===== src/rtl/div_sched.sv =====
// Round-robin scheduler for two signed divide requesters. Each accepted op makes 32 passes
// through one external restoring divide stage, and the scheduler applies sign correction.
module div_sched #(
   parameter int unsigned TIMEOUT = 16
) (
   input  logic        clk,
   input  logic        rst,
   input  logic        req0_valid,
   input  logic        req1_valid,
   output logic        req0_ready,
   output logic        req1_ready,
   input  logic [31:0] req0_num,
   input  logic [31:0] req0_den,
   input  logic [31:0] req1_num,
   input  logic [31:0] req1_den,
   output logic        rsp_valid,
   output logic        rsp_id,
   output logic [31:0] rsp_quot,
   output logic [31:0] rsp_rem,
   output logic        rsp_err,
   output logic        busy,
   output logic [31:0] st_A,
   output logic [31:0] st_B,
   output logic [31:0] st_R,
   output logic [31:0] st_Q,
   output logic [4:0]  st_count,
   output logic        st_v,
   input  logic [31:0] st_A_next,
   input  logic [31:0] st_B_next,
   input  logic [31:0] st_R_next,
   input  logic [31:0] st_Q_next,
   input  logic [4:0]  st_count_out,
   input  logic        st_vout
);
   localparam int unsigned W  = 32;
   localparam int unsigned CW = 5;
   localparam int unsigned TW = 5;

   localparam logic [2:0] S_IDLE  = 3'd0;
   localparam logic [2:0] S_ISSUE = 3'd1;
   localparam logic [2:0] S_WAIT  = 3'd2;
   localparam logic [2:0] S_FIX   = 3'd3;
   localparam logic [2:0] S_RESP  = 3'd4;

   logic [2:0]    state, state_n;
   logic          ptr, ptr_n;
   logic          id, id_n;
   logic          sn, sn_n, sd, sd_n;
   logic          err, err_n;
   logic [TW-1:0] tmo, tmo_n;
   logic [W-1:0]  a_n, b_n, r_n, q_n;
   logic [CW-1:0] cnt_n;
   logic          v_n, busy_n;
   logic          rsp_valid_n, rsp_id_n, rsp_err_n;
   logic [W-1:0]  quot_n, rem_n;

   logic          grant1, accept, op_bad;
   logic [W-1:0]  num_s, den_s, num_abs, den_abs;

   // Arbitration, operand screening and next-state logic
   always_comb begin
      state_n     = state;
      ptr_n       = ptr;
      id_n        = id;
      sn_n        = sn;
      sd_n        = sd;
      err_n       = err;
      tmo_n       = tmo;
      a_n         = st_A;
      b_n         = st_B;
      r_n         = st_R;
      q_n         = st_Q;
      cnt_n       = st_count;
      v_n         = 1'b0;
      rsp_valid_n = 1'b0;
      rsp_id_n    = rsp_id;
      rsp_err_n   = rsp_err;
      quot_n      = rsp_quot;
      rem_n       = rsp_rem;

      grant1     = req1_valid & (~req0_valid | ptr);
      accept     = rst & (state == S_IDLE) & (req0_valid | req1_valid);
      req0_ready = accept & ~grant1;
      req1_ready = accept & grant1;
      num_s      = grant1 ? req1_num : req0_num;
      den_s      = grant1 ? req1_den : req0_den;
      num_abs    = num_s[W-1] ? W'(-num_s) : num_s;
      den_abs    = den_s[W-1] ? W'(-den_s) : den_s;
      // The stage compares signed 2R+1 against B, so B must stay within 2^30
      op_bad     = (den_s == '0) | (num_s == {1'b1, {(W-1){1'b0}}}) |
                   (den_abs > W'(32'h4000_0000));

      case (state)
         S_IDLE: begin
            if (accept) begin
               id_n  = grant1;
               ptr_n = ~grant1;
               sn_n  = num_s[W-1];
               sd_n  = den_s[W-1];
               err_n = op_bad;
               // Bad operands still pass through FIX so every response has the same tail
               if (op_bad) begin
                  state_n = S_FIX;
               end else begin
                  a_n     = num_abs;
                  b_n     = den_abs;
                  r_n     = '0;
                  q_n     = '0;
                  cnt_n   = '0;
                  v_n     = 1'b1;
                  state_n = S_ISSUE;
               end
            end
         end
         S_ISSUE: begin
            tmo_n   = '0;
            state_n = S_WAIT;
         end
         S_WAIT: begin
            if (st_vout) begin
               a_n   = st_A_next;
               b_n   = st_B_next;
               r_n   = st_R_next;
               q_n   = st_Q_next;
               cnt_n = st_count_out;
               if (st_count_out == '0) begin
                  state_n = S_FIX;
               end else begin
                  v_n     = 1'b1;
                  state_n = S_ISSUE;
               end
            end else if (tmo == TW'(TIMEOUT - 1)) begin
               err_n   = 1'b1;
               state_n = S_FIX;
            end else begin
               tmo_n = tmo + TW'(1);
            end
         end
         S_FIX: begin
            rsp_valid_n = 1'b1;
            rsp_id_n    = id;
            rsp_err_n   = err;
            quot_n      = err ? '0 : ((sn ^ sd) ? W'(-st_Q) : st_Q);
            rem_n       = err ? '0 : (sn ? W'(-st_R) : st_R);
            state_n     = S_RESP;
         end
         S_RESP: begin
            state_n = S_IDLE;
         end
         default: begin
            state_n = S_IDLE;
         end
      endcase

      busy_n = (state_n != S_IDLE);
   end

   always_ff @(posedge clk) begin
      if (!rst) begin
         state     <= S_IDLE;
         ptr       <= 1'b0;
         id        <= 1'b0;
         sn        <= 1'b0;
         sd        <= 1'b0;
         err       <= 1'b0;
         tmo       <= '0;
         st_A      <= '0;
         st_B      <= '0;
         st_R      <= '0;
         st_Q      <= '0;
         st_count  <= '0;
         st_v      <= 1'b0;
         busy      <= 1'b0;
         rsp_valid <= 1'b0;
         rsp_id    <= 1'b0;
         rsp_err   <= 1'b0;
         rsp_quot  <= '0;
         rsp_rem   <= '0;
      end else begin
         state     <= state_n;
         ptr       <= ptr_n;
         id        <= id_n;
         sn        <= sn_n;
         sd        <= sd_n;
         err       <= err_n;
         tmo       <= tmo_n;
         st_A      <= a_n;
         st_B      <= b_n;
         st_R      <= r_n;
         st_Q      <= q_n;
         st_count  <= cnt_n;
         st_v      <= v_n;
         busy      <= busy_n;
         rsp_valid <= rsp_valid_n;
         rsp_id    <= rsp_id_n;
         rsp_err   <= rsp_err_n;
         rsp_quot  <= quot_n;
         rsp_rem   <= rem_n;
      end
   end

endmodule


===== config.mk =====
export PLATFORM = sky130hd
export DESIGN_NAME = div_sched
export DESIGN_NICKNAME = d
export VERILOG_FILES = /design/src/rtl/div_sched.sv
export SDC_FILE = /design/constraint.sdc
export NUM_CORES = 1
export LEC_CHECK = 0
export ABC_AREA = 1
export BUFFER_PORTS_ARGS = -buffer_cell sky130_fd_sc_hd__buf_4
export CORE_AREA = 10 10 230 232
export CTS_CLUSTER_DIAMETER = 120
export DETAILED_ROUTE_END_ITERATION = 16
export DIE_AREA = 0 0 240 242
export GPL_TIMING_DRIVEN = 0
export PLACE_DENSITY = 0.62
export RECOVER_POWER = 100
export SETUP_SLACK_MARGIN = 0.4
export SLEW_MARGIN = 30
export SYNTH_ARGS = -nofsm -noshare
export SYNTH_HDL_FRONTEND = slang
export SYNTH_SLANG_ARGS = --single-unit

===== constraint.sdc =====
create_clock -name clk -period 6.7 [get_ports clk]
set_input_delay 0.67 -clock clk [delete_from_list [all_inputs] [get_ports clk]]
set_output_delay 0.67 -clock clk [all_outputs]
set_load 0.05 [all_outputs]

== Yosys cells after proc, flatten, opt, wreduce, memory -nomap -nowiden ==
Index checks and enable logic that the tools add are counted.
Storage, ports and cells
  word-level logic and storage cells: 103
  output and inout port bits: 204
  bits in registers: 215
Cells by class
  reductions and logical operators: 10
  muxes and demuxes: 45
  add/subtract/negate cells: 5
  bitwise logic cells: 12
  order comparisons: 1
  equality and inequality tests: 11
Operators with widths (count)
  32-bit two-way mux: 18
  32-bit one-hot mux with 2 select lines: 4
  32-bit negation: 4
  32-bit == test, second input constant: 1
  32-bit by 31-bit greater-than comparator with 1-bit output, second input constant: 1
  32-bit zero test: 1
  5-bit two-way mux: 5
  5-bit one-hot mux with 2 select lines: 2
  2-bit != test, second input constant: 6
  3-bit one-hot mux with 4 select lines: 1
  3-bit two-way mux: 3
  1-bit two-way mux: 8
  4-bit AND reduction: 2
  3-bit by 2-bit == test with 1-bit output, second input constant: 2
  5-bit by 1-bit adder with 5-bit output, second input constant: 1
  1-bit bitwise AND: 5
  5-bit by 4-bit == test with 1-bit output, second input constant: 1
  5-bit zero test: 1
  2-bit two-way mux: 2
  1-bit OR: 4
  1-bit one-hot mux with 2 select lines: 2
  2-bit nonzero test: 2
  3-bit by 1-bit == test with 1-bit output, second input constant: 1
  3-bit zero test: 1
  other kinds (5): 6

== Depth between registers and ports, before layout ==
  depth after elaboration: 12
  mapped depth: 29
  gate-level depth less buffers: 25

== Worst setup path after synthesis ==
No wires, ideal clock.
  kind: in2reg
  start point: input port req1_valid
  end point: register st_Q[21]
  path slack: 3173 ps
  stages: 25
  path buffers: 8
  library setup time: 117 ps
  arrival time: 3410 ps
  path through: buf_4 > nand2_2 > buf_6 > buf_6 > buf_4 > buf_2 > nand2_1 > o21ai_1 > ha_1 > nand2_1 > nor2_2 > nand4_1 > nor2_1 > nand3_1 > nor3_2 > nand3_1 > nand2_1 > inv_2 > nand3_1 > nand2_1 > buf_4 > buf_8 > buf_6 > a21oi_1 > nor2_1
On the way
  word-level cells in the longest chain between the ends: 8
Ends and longest elaborated chain
  from (decl): line 9  | input logic req1_valid,
  1-bit bitwise AND: line 81  | grant1 = req1_valid & (~req0_valid | ptr);
  32-bit two-way mux: line 86  | den_s = grant1 ? req1_den : req0_den;
  32-bit negation: line 88  | den_abs = den_s[W-1] ? W'(-den_s) : den_s;
  32-bit two-way mux: line 88
  32-bit by 31-bit greater-than comparator with 1-bit output: line 91  | (den_abs > W'(32'h4000_0000));
  1-bit OR: line 90  | op_bad = (den_s == '0) | (num_s == {1'b1, {(W-1){1'b0}}}) |
  2-bit != test (no source line)
  4-bit AND reduction (no source line) (*)
  to (signal assigned): line 190  | st_Q <= q_n;
  to (decl): line 25  | output logic [31:0] st_Q,
Every way passes the cells marked *; elsewhere a longest branch is shown, timed or not.
A chain may end at the register's enable or synchronous reset.

== Worst setup path after layout ==
  start point: register ptr
  end point: register st_B[20]
On the way
  word-level cells in the longest chain between the ends: 9
Ends and longest elaborated chain
  from (decl): line 46  | logic ptr, ptr_n;
  from (signal assigned): line 181  | ptr <= ptr_n;
  1-bit OR (*): line 81
  1-bit bitwise AND (*): line 81
  32-bit two-way mux: line 86
  32-bit negation: line 88
  32-bit two-way mux: line 88
  32-bit by 31-bit greater-than comparator with 1-bit output: line 91
  1-bit OR: line 90
  2-bit != test (no source line)
  4-bit AND reduction (no source line)
  to (signal assigned): line 188  | st_B <= b_n;
  to (decl): line 23  | output logic [31:0] st_B,
Every way passes the cells marked *; elsewhere a longest branch is shown, timed or not. The select of a mux whose other input is x is not followed.

==> results.cfg <==
[sta]
relSlewSlack_pct = 19.8
fin_crit_ps = 5270
tns_ps = 0
finalSetupViolCount = 0
maxSlewViolCount = 0
finClkSkew_ps = 9.74
tightest_slew_ps = 1200
post-route-period-util_pct = 78.7
rsz0062_at_grt = no
hold_viol_final = 0
clock.fmax_mhz = 190

[drt]
post-route-drc-count = 0
initialDrtViolationCount = 1383
first_pass_iters = 5
routedWlPerCell_um = 20.5
ant_nets = 0
vias_per_cell = 4.95
vias = 17800
wl_um = 73500

[layout]
final_util_pct = 38.5
fin_area_mm2 = 0.0187
syn2layout_area_growth_pct = 30.6
fin_nets = 3214
layout-drive-gt1-share_pct = 13.0
multiInputGateArea_mm2 = 0.00853
seq_area_mm2 = 0.00430
n_fill_cell = 5665

[pwr]
vdd_ir_drop_max_uv = 185
power.leakage_nw = 8.46
power.density_mw_per_mm2 = 300

[synthesis]
synth_simple_gate_area_share_pct = 43.3
synthArstFlopShare_pct = 0
ys_top_cells_by_area = dfxtp_1, nand2_1, nor2_1
synth-seq-area-share_pct = 30.1
syn_area_mm2 = 0.0143
ys_ff_latch = 215
synthFlopType = dfxtp_1
synth_mux_area_share_pct = 0.490
synthAdderAreaFrac_pct = 0.525
synth-xor-area-share_pct = 1.53
syn-num-nets = 2716
synth_common_cells = nand2_1, nor2_1, nand3_1
synth_cell_type_count = 44
yosysMostFrequentCell = nand2_1
synth-compound-area-share_pct = 14.0
synth_area_leader_cell = dfxtp_1
synth_top_family_by_area = simple AND/OR/NAND/NOR gates
avgSynthCellArea_um2 = 5.85
synthCells = 2444
yosysWarnings = 0
synth_top_area_share_pct = 30.1
synth_edf_count = 0

[critical_path]
critical_path.top_delay_family = simple AND/OR/NAND/NOR gates
critical_path_arrival_ps = 5790
path_buf_inv = 8
cpMostUsedCell = nand2_1
worst_setup_path_start_kind = flip-flop
cp_max_fo = 10
cp.required_ps = 7220
worstSetupPathType = flip-flop to flip-flop
cpPeakStageDelay_ps = 510
setup.worst_path.end_class = flip-flop
crit_path_top_delay_cell = clkbuf_1

[cts]
cts_sinks = 215
cts_hold_buffers = 0
post_cts_buffers = 0
cts-buffers-inserted = 28
clock_tree.root_cell = clkbuf_16
clkLatencyLatePin_ps = 580
cts_resized = 0
cts_tree = built
cts.path.max_buffers = 3
cts.htree.levels = 1
clkTransAtPathRegs_ps = 60

[die]
die_w_um = 240
dieArea_mm2 = 0.0581
core_area_mm2 = 0.0484
rows = 81
initial_core_util_pct = 29.5
die_h_um = 242
num_io_pins = 470

[grt]
grt_max_degree = 16
grt_pass1_wl_um = 107000
antenna_found_initial = 7
grt-ovfl-total = 0
grt_pass1_vias = 16800
grt_usage_pct = 24.0

[run]
maxCapViolations = 0

[placed_design]
place_area_mm2 = 0.0186
place_congestion = 0.973
port_buffers = 468
dp_hpwl_um = 59100

[run_status]
status = finished, final reports clean

[hold_path]
hp-class = primary input to flip-flop
[where the power goes]
| group | internal, W | leakage [nW] | switching, W |
|---|---|---|---|
| Combinational | 0.000635 | 6.24 | 0.00179 |
| Sequential | 0.00145 | 1.76 | 0.000157 |
| Clock | 0.000932 | 0.462 | 0.000637 |
| Total | 0.00301 | 8.46 | 0.00258 |
[cell families after synthesis]
family,Yosys count
AOI/OAI and AO/OA,382
muxes,7
DFF,215
xor gates and xnor gates,25
buffers and inverters,336
and+or+nand+nor,1473
adders and majority gates,6
[worst register-to-register path: cells and delay by family, from the launching register on]
| kind | cells | cell delay [ps] |
|---|---|---|
| and+or+nand+nor | 17 | 2830 |
| buffers and inverters | 8 | 1900 |
| DFF | 1 | 300 |
| adders and majority gates | 1 | 190 |
[worst paths after layout]
kind                                    from  endpoint  slack, ps  cells after the start
worst min register to register           ptr       ptr        460                      2
worst min-delay path            st_Q_next[2]   st_Q[2]        420                      5
worst max-delay path                     ptr  st_B[20]       1430                     26
worst max register to register           ptr  st_B[20]       1430                     26
[sequential cells by signal (all words and copies together), names as in the netlist]
signal     cells
st_B          32
busy           1
st_v           1
st_R          32
st_count       5
sd             1
rsp_err        1
rsp_valid      1
id             1
err            1
rsp_quot      32
ptr            1
st_A          32
tmo            5
st_Q          32
rsp_id         1
state          3
sn             1
rsp_rem       32
[cell type report]
class                   count  area share [%]
multi-input cells        1893            45.7
flip-flops and latches    215            23.1
repair buffers            468            14.7
clock buffers              41            4.23
well taps                 622            4.17
inverters                 188            3.78
plain buffers             148            3.52
clock inverters            10           0.824
diodes                      1          0.0134
[stage by stage]
step | worst slack [ps] | total power (W) | hold slack, ps | std cells
floorplan | 3170 | 0.00330 | 435 | 2444
global placement | 1610 | 0.00420 | 455 | 3534
detailed placement | 1630 | 0.00421 | 456 | 3534
CTS | 2070 | 0.00580 | 382 | 3585
global route | 1010 | 0.00592 | 429 | 3586
finish | 1430 | 0.00560 | 420 | 3586
[metal layers]
layer	part of all wire, %	track usage (%)
met5	0.11	0
met4	3.3	7.24
met3	7.8	5.48
met2	48	42.0
met1	41	28.5
[layout by cell type (no fill, tap or decap), types with 4 or more instances in the layout]
cell / count
a21o_1: 4
a21oi_1: 231
a31oi_1: 4
buf_1: 15
buf_2: 18
buf_4: 268
buf_6: 6
clkbuf_1: 314
clkbuf_16: 28
clkbuf_8: 4
clkinv_2: 5
dfxtp_1: 215
ha_1: 6
inv_1: 184
mux2i_1: 7
nand2_1: 736
nand2_2: 8
nand3_1: 238
nand3b_1: 39
nand4_1: 13
nor2_1: 368
nor3_1: 32
nor4_1: 4
o211ai_1: 5
o21ai_0: 112
o21ai_1: 8
o21ai_2: 4
or2_2: 29
xnor2_1: 4
xor2_1: 21
(Power assumes the default switching activity.)
